**src/rtl/mem_ctrl_pkg.sv**
```systemverilog
// Shared types and default widths for the memory access controller and its bench.
package mem_ctrl_pkg;

    localparam int unsigned ADDR_W_DEF    = 1;
    localparam int unsigned DATA_W_DEF    = 1;
    localparam int unsigned ERR_CNT_W_DEF = 4;

    typedef enum logic [2:0] {
        IDLE = 3'd0,
        WR   = 3'd1,
        VFY  = 3'd2,
        RD   = 3'd3,
        RSP  = 3'd4
    } state_e;

endpackage

```
**src/rtl/mem_access_ctrl_if.sv**
```systemverilog
// Request/response valid-ready bundle between a requester and mem_access_ctrl.
interface mem_access_ctrl_if
    import mem_ctrl_pkg::*;
#(
    parameter int unsigned ADDR_W = ADDR_W_DEF,
    parameter int unsigned DATA_W = DATA_W_DEF
);
    logic              req_valid;
    logic              req_ready;
    logic              req_write;
    logic [ADDR_W-1:0] req_addr;
    logic [DATA_W-1:0] req_wdata;
    logic              rsp_valid;
    logic              rsp_ready;
    logic [DATA_W-1:0] rsp_rdata;
    logic              rsp_err;

    modport master (
        output req_valid, req_write, req_addr, req_wdata, rsp_ready,
        input  req_ready, rsp_valid, rsp_rdata, rsp_err
    );

    modport slave (
        input  req_valid, req_write, req_addr, req_wdata, rsp_ready,
        output req_ready, rsp_valid, rsp_rdata, rsp_err
    );
endinterface

```
**src/rtl/sat_counter.sv**
```systemverilog
// Up-counter that sticks at all-ones instead of wrapping.
module sat_counter #(
    parameter int unsigned W = 4
) (
    input  logic         clk,
    input  logic         rst_n,
    input  logic         inc,
    output logic [W-1:0] count
);
    always_ff @(posedge clk or negedge rst_n) begin
        if (!rst_n) begin
            count <= '0;
        end else if (inc && (count != '1)) begin
            count <= count + W'(1);
        end
    end
endmodule

```
**src/rtl/mem_access_ctrl.sv**
```systemverilog
// Sequences single read / write-then-verify requests into memory_1bit and returns one
// response per request; verify mismatches are flagged and counted.
module mem_access_ctrl
    import mem_ctrl_pkg::*;
#(
    parameter int unsigned ADDR_W    = ADDR_W_DEF,
    parameter int unsigned DATA_W    = DATA_W_DEF,
    parameter int unsigned ERR_CNT_W = ERR_CNT_W_DEF
) (
    input  logic                 clk,
    input  logic                 rst_n,
    mem_access_ctrl_if.slave     bus,
    output logic [ERR_CNT_W-1:0] err_cnt,
    output logic                 mem_we,
    output logic [ADDR_W-1:0]    mem_addr,
    output logic [DATA_W-1:0]    mem_din,
    input  logic [DATA_W-1:0]    mem_dout
);
    state_e            state_q;
    logic              req_ready_q;
    logic              rsp_valid_q;
    logic [DATA_W-1:0] rsp_rdata_q;
    logic              rsp_err_q;
    logic              vfy_mismatch;

    assign bus.req_ready = req_ready_q;
    assign bus.rsp_valid = rsp_valid_q;
    assign bus.rsp_rdata = rsp_rdata_q;
    assign bus.rsp_err   = rsp_err_q;

    // mem_din still holds the captured write data while verifying.
    assign vfy_mismatch = (state_q == VFY) && (mem_dout != mem_din);

    always_ff @(posedge clk or negedge rst_n) begin
        if (!rst_n) begin
            state_q     <= IDLE;
            req_ready_q <= 1'b1;
            rsp_valid_q <= 1'b0;
            rsp_rdata_q <= '0;
            rsp_err_q   <= 1'b0;
            mem_we      <= 1'b0;
            mem_addr    <= '0;
            mem_din     <= '0;
        end else begin
            case (state_q)
                IDLE: begin
                    if (bus.req_valid && req_ready_q) begin
                        mem_addr    <= bus.req_addr;
                        mem_din     <= bus.req_wdata;
                        req_ready_q <= 1'b0;
                        if (bus.req_write) begin
                            state_q <= WR;
                            mem_we  <= 1'b1;
                        end else begin
                            state_q <= RD;
                        end
                    end
                end
                WR: begin
                    mem_we  <= 1'b0;
                    state_q <= VFY;
                end
                VFY: begin
                    rsp_rdata_q <= mem_dout;
                    rsp_err_q   <= vfy_mismatch;
                    rsp_valid_q <= 1'b1;
                    state_q     <= RSP;
                end
                RD: begin
                    rsp_rdata_q <= mem_dout;
                    rsp_err_q   <= 1'b0;
                    rsp_valid_q <= 1'b1;
                    state_q     <= RSP;
                end
                RSP: begin
                    if (bus.rsp_ready) begin
                        rsp_valid_q <= 1'b0;
                        req_ready_q <= 1'b1;
                        state_q     <= IDLE;
                    end
                end
                default: begin
                    state_q     <= IDLE;
                    req_ready_q <= 1'b1;
                    rsp_valid_q <= 1'b0;
                    mem_we      <= 1'b0;
                end
            endcase
        end
    end

    sat_counter #(
        .W (ERR_CNT_W)
    ) u_err_cnt (
        .clk   (clk),
        .rst_n (rst_n),
        .inc   (vfy_mismatch),
        .count (err_cnt)
    );
endmodule

```
**src/flat_wrapper.sv**
```systemverilog
// flat-port wrapper written by rule: the top's interface ports become plain ports
module mem_access_ctrl_flat import mem_ctrl_pkg::*;
#(
    parameter int unsigned ADDR_W    = ADDR_W_DEF,
    parameter int unsigned DATA_W    = DATA_W_DEF,
    parameter int unsigned ERR_CNT_W = ERR_CNT_W_DEF
)
  (clk, rst_n, err_cnt, mem_we, mem_addr, mem_din, mem_dout, bus_req_valid, bus_req_write, bus_req_addr, bus_req_wdata, bus_rsp_ready, bus_req_ready, bus_rsp_valid, bus_rsp_rdata, bus_rsp_err);
  mem_access_ctrl_if #(.ADDR_W(ADDR_W), .DATA_W(DATA_W)) bus_i ();
  input  logic clk;
  input  logic rst_n;
  output logic [ERR_CNT_W-1:0] err_cnt;
  output logic mem_we;
  output logic [ADDR_W-1:0] mem_addr;
  output logic [DATA_W-1:0] mem_din;
  input  logic [DATA_W-1:0] mem_dout;
  input wire logic [$bits(bus_i.req_valid)-1:0] bus_req_valid;
  input wire logic [$bits(bus_i.req_write)-1:0] bus_req_write;
  input wire logic [$bits(bus_i.req_addr)-1:0] bus_req_addr;
  input wire logic [$bits(bus_i.req_wdata)-1:0] bus_req_wdata;
  input wire logic [$bits(bus_i.rsp_ready)-1:0] bus_rsp_ready;
  output wire logic [$bits(bus_i.req_ready)-1:0] bus_req_ready;
  output wire logic [$bits(bus_i.rsp_valid)-1:0] bus_rsp_valid;
  output wire logic [$bits(bus_i.rsp_rdata)-1:0] bus_rsp_rdata;
  output wire logic [$bits(bus_i.rsp_err)-1:0] bus_rsp_err;
  assign bus_i.req_valid = bus_req_valid;
  assign bus_i.req_write = bus_req_write;
  assign bus_i.req_addr = bus_req_addr;
  assign bus_i.req_wdata = bus_req_wdata;
  assign bus_i.rsp_ready = bus_rsp_ready;
  assign bus_req_ready = bus_i.req_ready;
  assign bus_rsp_valid = bus_i.rsp_valid;
  assign bus_rsp_rdata = bus_i.rsp_rdata;
  assign bus_rsp_err = bus_i.rsp_err;
  mem_access_ctrl #(.ADDR_W(ADDR_W), .DATA_W(DATA_W), .ERR_CNT_W(ERR_CNT_W)) u_core (.clk(clk), .rst_n(rst_n), .bus(bus_i), .err_cnt(err_cnt), .mem_we(mem_we), .mem_addr(mem_addr), .mem_din(mem_din), .mem_dout(mem_dout));
endmodule
```
**config.mk**
```make
export PLATFORM = sky130hd
export DESIGN_NAME = mem_access_ctrl_flat
export DESIGN_NICKNAME = d
export VERILOG_FILES = /design/src/rtl/mem_ctrl_pkg.sv /design/src/rtl/mem_access_ctrl_if.sv /design/src/rtl/sat_counter.sv /design/src/rtl/mem_access_ctrl.sv /design/src/flat_wrapper.sv
export SDC_FILE = /design/constraint.sdc
export NUM_CORES = 1
export LEC_CHECK = 0
export CAP_MARGIN = 10
export CORE_MARGIN = 4
export CORE_UTILIZATION = 47
export CTS_BUF_LIST = sky130_fd_sc_hd__clkbuf_16
export DETAILED_ROUTE_END_ITERATION = 8
export PLACE_DENSITY = 0.83
export SETUP_SLACK_MARGIN = 0.1
export SKIP_CTS_REPAIR_TIMING = 1
export SYNTH_ARGS = -nofsm -noshare
export SYNTH_HDL_FRONTEND = slang
export SYNTH_HIERARCHICAL = 1
export SYNTH_SLANG_ARGS = --single-unit
```
**constraint.sdc**
```tcl
create_clock -name clk -period 3.6 [get_ports clk]
set_input_delay 0.54 -clock clk [delete_from_list [all_inputs] [get_ports clk]]
set_output_delay 0.54 -clock clk [all_outputs]
set_load 0.01 [all_outputs]
```
==> flow_summary.html <==
<table>
<tr><th>Metric</th><th>Value</th></tr>
<tr><th colspan="2">GRT</th></tr>
<tr><td>Global-route usage over all layers</td><td>15.5%</td></tr>
<tr><td>Number of antenna violations at the first check in global routing</td><td>0</td></tr>
<tr><td>Met1 Resource Use GR</td><td>around a fifth</td></tr>
<tr><td>Number of global-route vias before repair</td><td>around 470</td></tr>
<tr><td>Maximum number of pins on one net before global-route repair</td><td>15</td></tr>
<tr><td>Global-route met3 utilization</td><td>around 3.7%</td></tr>
<tr><td>Remaining global-route overflow</td><td>0</td></tr>
<tr><td>Grt met2 use</td><td>around 22%</td></tr>
<tr><td>Wire length of the first global-routing pass</td><td>about 2100 um</td></tr>
<tr><td>Layer with the highest usage after global routing</td><td>met2</td></tr>
<tr><th colspan="2">Setup path</th></tr>
<tr><td>Ordered cell list for the critical path</td><td>clkdlybuf4s50_1, xnor2_1, nor3_1, nand4_1, mux2_1</td></tr>
<tr><td>Worst setup EP type</td><td>flop</td></tr>
<tr><td>CP Data Required Time</td><td>around 3.7 ns</td></tr>
<tr><td>Worst R2R Start</td><td>u_core/state_q[2]$_DFFE_PN0P_</td></tr>
<tr><td>CP max stage cell</td><td>nor3_1</td></tr>
<tr><td>R2R depth</td><td>4</td></tr>
<tr><td>Worst R2R End</td><td>u_core/u_err_cnt/count[3]$_DFFE_PN0P_</td></tr>
<tr><td>Flop2flop setup slack</td><td>about 1.7 ns</td></tr>
<tr><td>Worst path arrival time</td><td>approximately 2.3 ns</td></tr>
<tr><td>Critical Setup Path Class</td><td>input pin to flop</td></tr>
<tr><td>Bufs and invs on worst path</td><td>1</td></tr>
<tr><td>CP Launch Type</td><td>input pin</td></tr>
<tr><td>CP max FO</td><td>8</td></tr>
<tr><td>Cell family contributing the most delay on the critical path</td><td>simple AND/OR/NAND/NOR gates</td></tr>
<tr><td>Critical path's largest stage delay</td><td>just over 0.6 ns</td></tr>
<tr><th colspan="2">STA</th></tr>
<tr><td>Slew Viols, Final</td><td>0</td></tr>
<tr><td>Least-Margin Pin Slew</td><td>0.754 ns</td></tr>
<tr><td>Max Fclk</td><td>around 460 MHz</td></tr>
<tr><td>Max Clock Skew</td><td>between 0.004 and 0.005 ns</td></tr>
<tr><td>Count of final setup violators</td><td>0</td></tr>
<tr><td>Final Worst Setup Slack</td><td>approximately 1.4 ns</td></tr>
<tr><td>Setup repair after global routing missed its margin</td><td>false</td></tr>
<tr><td>Max transition margin</td><td>between 40% and 50%</td></tr>
<tr><td>Setup TNS Final</td><td>0 ns</td></tr>
<tr><td>Minimum clock period</td><td>roughly 2.2 ns</td></tr>
<tr><td>Final Hold Vio Count</td><td>0</td></tr>
<tr><td>Post-route clock period utilization</td><td>60.4%</td></tr>
<tr><td>Post-route worst hold slack</td><td>between 0.4 and 0.5 ns</td></tr>
<tr><th colspan="2">Finish</th></tr>
<tr><td>Number of antenna repair diodes</td><td>0</td></tr>
<tr><td>Number of nets at the end of the flow</td><td>84</td></tr>
<tr><td>Layout cell share with drive strength beyond 1</td><td>9.46%</td></tr>
<tr><td>Sequential cell area in the final layout</td><td>between 300 and 400 sq um</td></tr>
<tr><td>Post-layout instance count excluding filler cells</td><td>just under 90</td></tr>
<tr><td>Fill cell count</td><td>between 80 and 90</td></tr>
<tr><td>Area growth from synthesis to layout</td><td>42.2%</td></tr>
<tr><td>Most flop-heavy register</td><td>u_core/u_err_cnt/count</td></tr>
<tr><td>Flip-flop count of the largest register, all copies and words added</td><td>4</td></tr>
<tr><td>Share of the core filled with cells</td><td>approximately three quarters</td></tr>
<tr><td>Multi-input gate area in the final layout</td><td>~260 sq um</td></tr>
<tr><td>Largest registers</td><td>u_core/u_err_cnt/count x4, u_core/state_q x3</td></tr>
<tr><th colspan="2">Pwr</th></tr>
<tr><td>Leakage power summed over all cells</td><td>between 0.3 and 0.4 nW</td></tr>
<tr><td>Total power per unit cell area</td><td>between 700 and 800 nW/um^2</td></tr>
<tr><td>Worst vdd rail ir drop</td><td>0.412 mV</td></tr>
<tr><th colspan="2">Clock network</th></tr>
<tr><td>Number of clock sinks</td><td>14</td></tr>
<tr><td>Insertion delay of the later-clocked pin in the worst-skew pair</td><td>~0.24 ns</td></tr>
<tr><td>Num CTS Buffers</td><td>3</td></tr>
<tr><td>Number of H-tree levels</td><td>1</td></tr>
<tr><td>Worst-case clock buffer depth</td><td>2</td></tr>
<tr><td>Clock-pin slew reported for the worst setup and hold paths after clock tree synthesis</td><td>around 0.05 ns</td></tr>
<tr><td>CTS tree</td><td>yes</td></tr>
<tr><td>Clock Tree Root</td><td>clkbuf_16</td></tr>
<tr><th colspan="2">Routing</th></tr>
<tr><td>Drt wl/cell</td><td>~16 um</td></tr>
<tr><td>Aggregate routed wire length</td><td>1370 um</td></tr>
<tr><td>DRC violations left</td><td>0</td></tr>
<tr><td>Number of vias per cell after detailed routing</td><td>approximately 5.4</td></tr>
<tr><td>Detail Route Antenna Nets</td><td>0</td></tr>
<tr><td>Number of vias after detailed routing</td><td>about 470</td></tr>
<tr><td>Iter 0 DRT Violations</td><td>13</td></tr>
<tr><td>Total iterations of the first detailed-routing run</td><td>4</td></tr>
<tr><th colspan="2">Min path</th></tr>
<tr><td>Hold Path Class</td><td>flop to flop</td></tr>
<tr><td>Hold worst-path end</td><td>u_core/bus.rsp_err$_DFFE_PN0P_</td></tr>
<tr><td>Hold wc startpoint</td><td>u_core/bus.rsp_err$_DFFE_PN0P_</td></tr>
<tr><td>Instance count along the most critical hold path</td><td>1</td></tr>
<tr><th colspan="2">Place</th></tr>
<tr><td>Detail Placement HPWL</td><td>about 980 um</td></tr>
<tr><td>Number of I/O port buffers</td><td>18</td></tr>
<tr><td>Placed cell count</td><td>84</td></tr>
<tr><td>Routability Congestion</td><td>roughly 0.71</td></tr>
<tr><td>Setup Slack @ Placement</td><td>~1.2 ns</td></tr>
<tr><th colspan="2">Synth</th></tr>
<tr><td>Syn_nets</td><td>62</td></tr>
<tr><td>Area of the mapped netlist</td><td>around 630 sq um</td></tr>
<tr><td>Number of register bits inferred by synthesis</td><td>14</td></tr>
<tr><td>Post-Synthesis Mean Instance Area</td><td>11.9 sq um</td></tr>
<tr><td>Count of mapped cells out of synthesis</td><td>between 50 and 60</td></tr>
<tr><td>Cell type contributing the most total cell area after synthesis</td><td>dfrtp_1</td></tr>
<tr><td>Top cells by area, synth</td><td>dfrtp_1 52%, nand2b_1 5.0%, mux2_4 4.8%, dfstp_2 4.2%, mux2_1 3.6%</td></tr>
<tr><td>Sequential element share of the synthesized area</td><td>between 50% and 60%</td></tr>
<tr><td>Warning count from the yosys run</td><td>6</td></tr>
<tr><td>Area share of the largest cell type after synthesis</td><td>51.8%</td></tr>
<tr><td>Library cells used by synthesis</td><td>24</td></tr>
<tr><th colspan="2">Floorplanning</th></tr>
<tr><td>Width of the chip</td><td>44.6 um</td></tr>
<tr><td>Total die area</td><td>a little under 2000 sq um</td></tr>
<tr><td>Number of placed I/O pins</td><td>19</td></tr>
<tr><td>Die height</td><td>roughly 45 um</td></tr>
<tr><td>Area of the core</td><td>between 1000 and 1500 sq um</td></tr>
<tr><td>Effective utilization at floorplan</td><td>a little over half</td></tr>
<tr><td>Std-Cell Rows</td><td>12</td></tr>
<tr><th colspan="2">Status</th></tr>
<tr><td>Status</td><td>finished clean</td></tr>
<tr><th colspan="2">Job</th></tr>
<tr><td>Count of max-cap constraint violations</td><td>0</td></tr>
</table>
## per-stage QoR
step	total power (W)	instance area, sq um
4_1_cts	0.000716	893
5_1_grt	0.000745	893
2_1_floorplan	0.000361	628
6_report	0.000711	893
3_3_place_gp	0.000492	815
3_5_place_dp	0.000503	815
## cells by family (layout without fill, tap and decap cells)
| family | Yosys count | after routing | share of synthesized area (%) |
|---|---|---|---|
| AOI/OAI and AO/OA | 11 | 11 | 12.2 |
| xor gates and xnor gates | 1 | 1 | 1.39 |
| adders and majority gates | 1 | 1 | 1.99 |
| buffers and inverters | 3 | 24 | 2.99 |
| DFF | 14 | 14 | 56.0 |
| muxes | 4 | 4 | 8.37 |
| and+or+nand+nor | 19 | 19 | 17.1 |
## layout make-up
| cell class | count | share of cell area (%) |
|---|---|---|
| Clock buffer | 3 | 8.40 |
| Clock inverter | 1 | 0.420 |
| Inverter | 2 | 0.840 |
| Multi-Input combinational cell | 36 | 28.9 |
| Sequential cell | 14 | 39.4 |
| Tap cell | 14 | 1.96 |
| Timing Repair Buffer | 18 | 20.2 |
## placed cells by master (no fill, tap or decap), drive strengths merged
| cell type | synthesis | routed |
|---|---|---|
| and3 | 1 | 1 |
| a21oi | 2 | 2 |
| ha | 1 | 1 |
| o2bb2ai | 1 | 1 |
| nor2b | 1 | 1 |
| mux2 | 4 | 4 |
| o22a | 1 | 1 |
| inv | 2 | 3 |
| nand2b | 5 | 5 |
| xnor2 | 1 | 1 |
| nor3 | 3 | 3 |
| nand4 | 3 | 3 |
| nor2 | 2 | 2 |
| nand2 | 3 | 3 |
| clkbuf | 0 | 3 |
| a31oi | 2 | 2 |
| dfrtp | 13 | 13 |
| and4 | 1 | 1 |
| o21ai | 1 | 1 |
| dfstp | 1 | 1 |
| clkdlybuf4s50 | 0 | 18 |
| o211ai | 2 | 2 |
| a22o | 1 | 1 |
| a21o | 1 | 1 |
## power breakdown
group          internal, W  switching, W
registers         0.000211     0.0000558
logic             0.000148     0.0000888
clock network     0.000146     0.0000604
## how the worst max path moves through the flow
stage	start	to	slack, ns	cells past startpoint
floorplan	mem_dout	u_core/u_err_cnt/count[3]$_DFFE_PN0P_	1.91	4
global placement	mem_dout	u_core/u_err_cnt/count[3]$_DFFE_PN0P_	1.32	5
detailed placement	mem_dout	u_core/u_err_cnt/count[3]$_DFFE_PN0P_	1.24	5
CTS	mem_dout	u_core/u_err_cnt/count[3]$_DFFE_PN0P_	1.47	5
global route	mem_dout	u_core/u_err_cnt/count[3]$_DFFE_PN0P_	1.34	5
finish	mem_dout	u_core/u_err_cnt/count[3]$_DFFE_PN0P_	1.43	5
## Yosys cell counts (all sizes together)
master	n
nor2b	1
buf	1
o211ai	2
and3	1
nand2	3
a31oi	2
mux2	4
o21ai	1
nor3	3
xnor2	1
ha	1
dfrtp	13
a21oi	2
o2bb2ai	1
and4	1
dfstp	1
inv	2
o22a	1
a21o	1
nor2	2
nand4	3
a22o	1
nand2b	5
## routing by layer
| layer | share of wire, % | routed length [um] |
|---|---|---|
| met1 | 46 | 627 |
| met2 | 47 | 650 |
| met3 | 5.2 | 71 |
| met4 | 1.4 | 19 |
| met5 | 0 | 0 |
(Power assumes the default switching activity.)
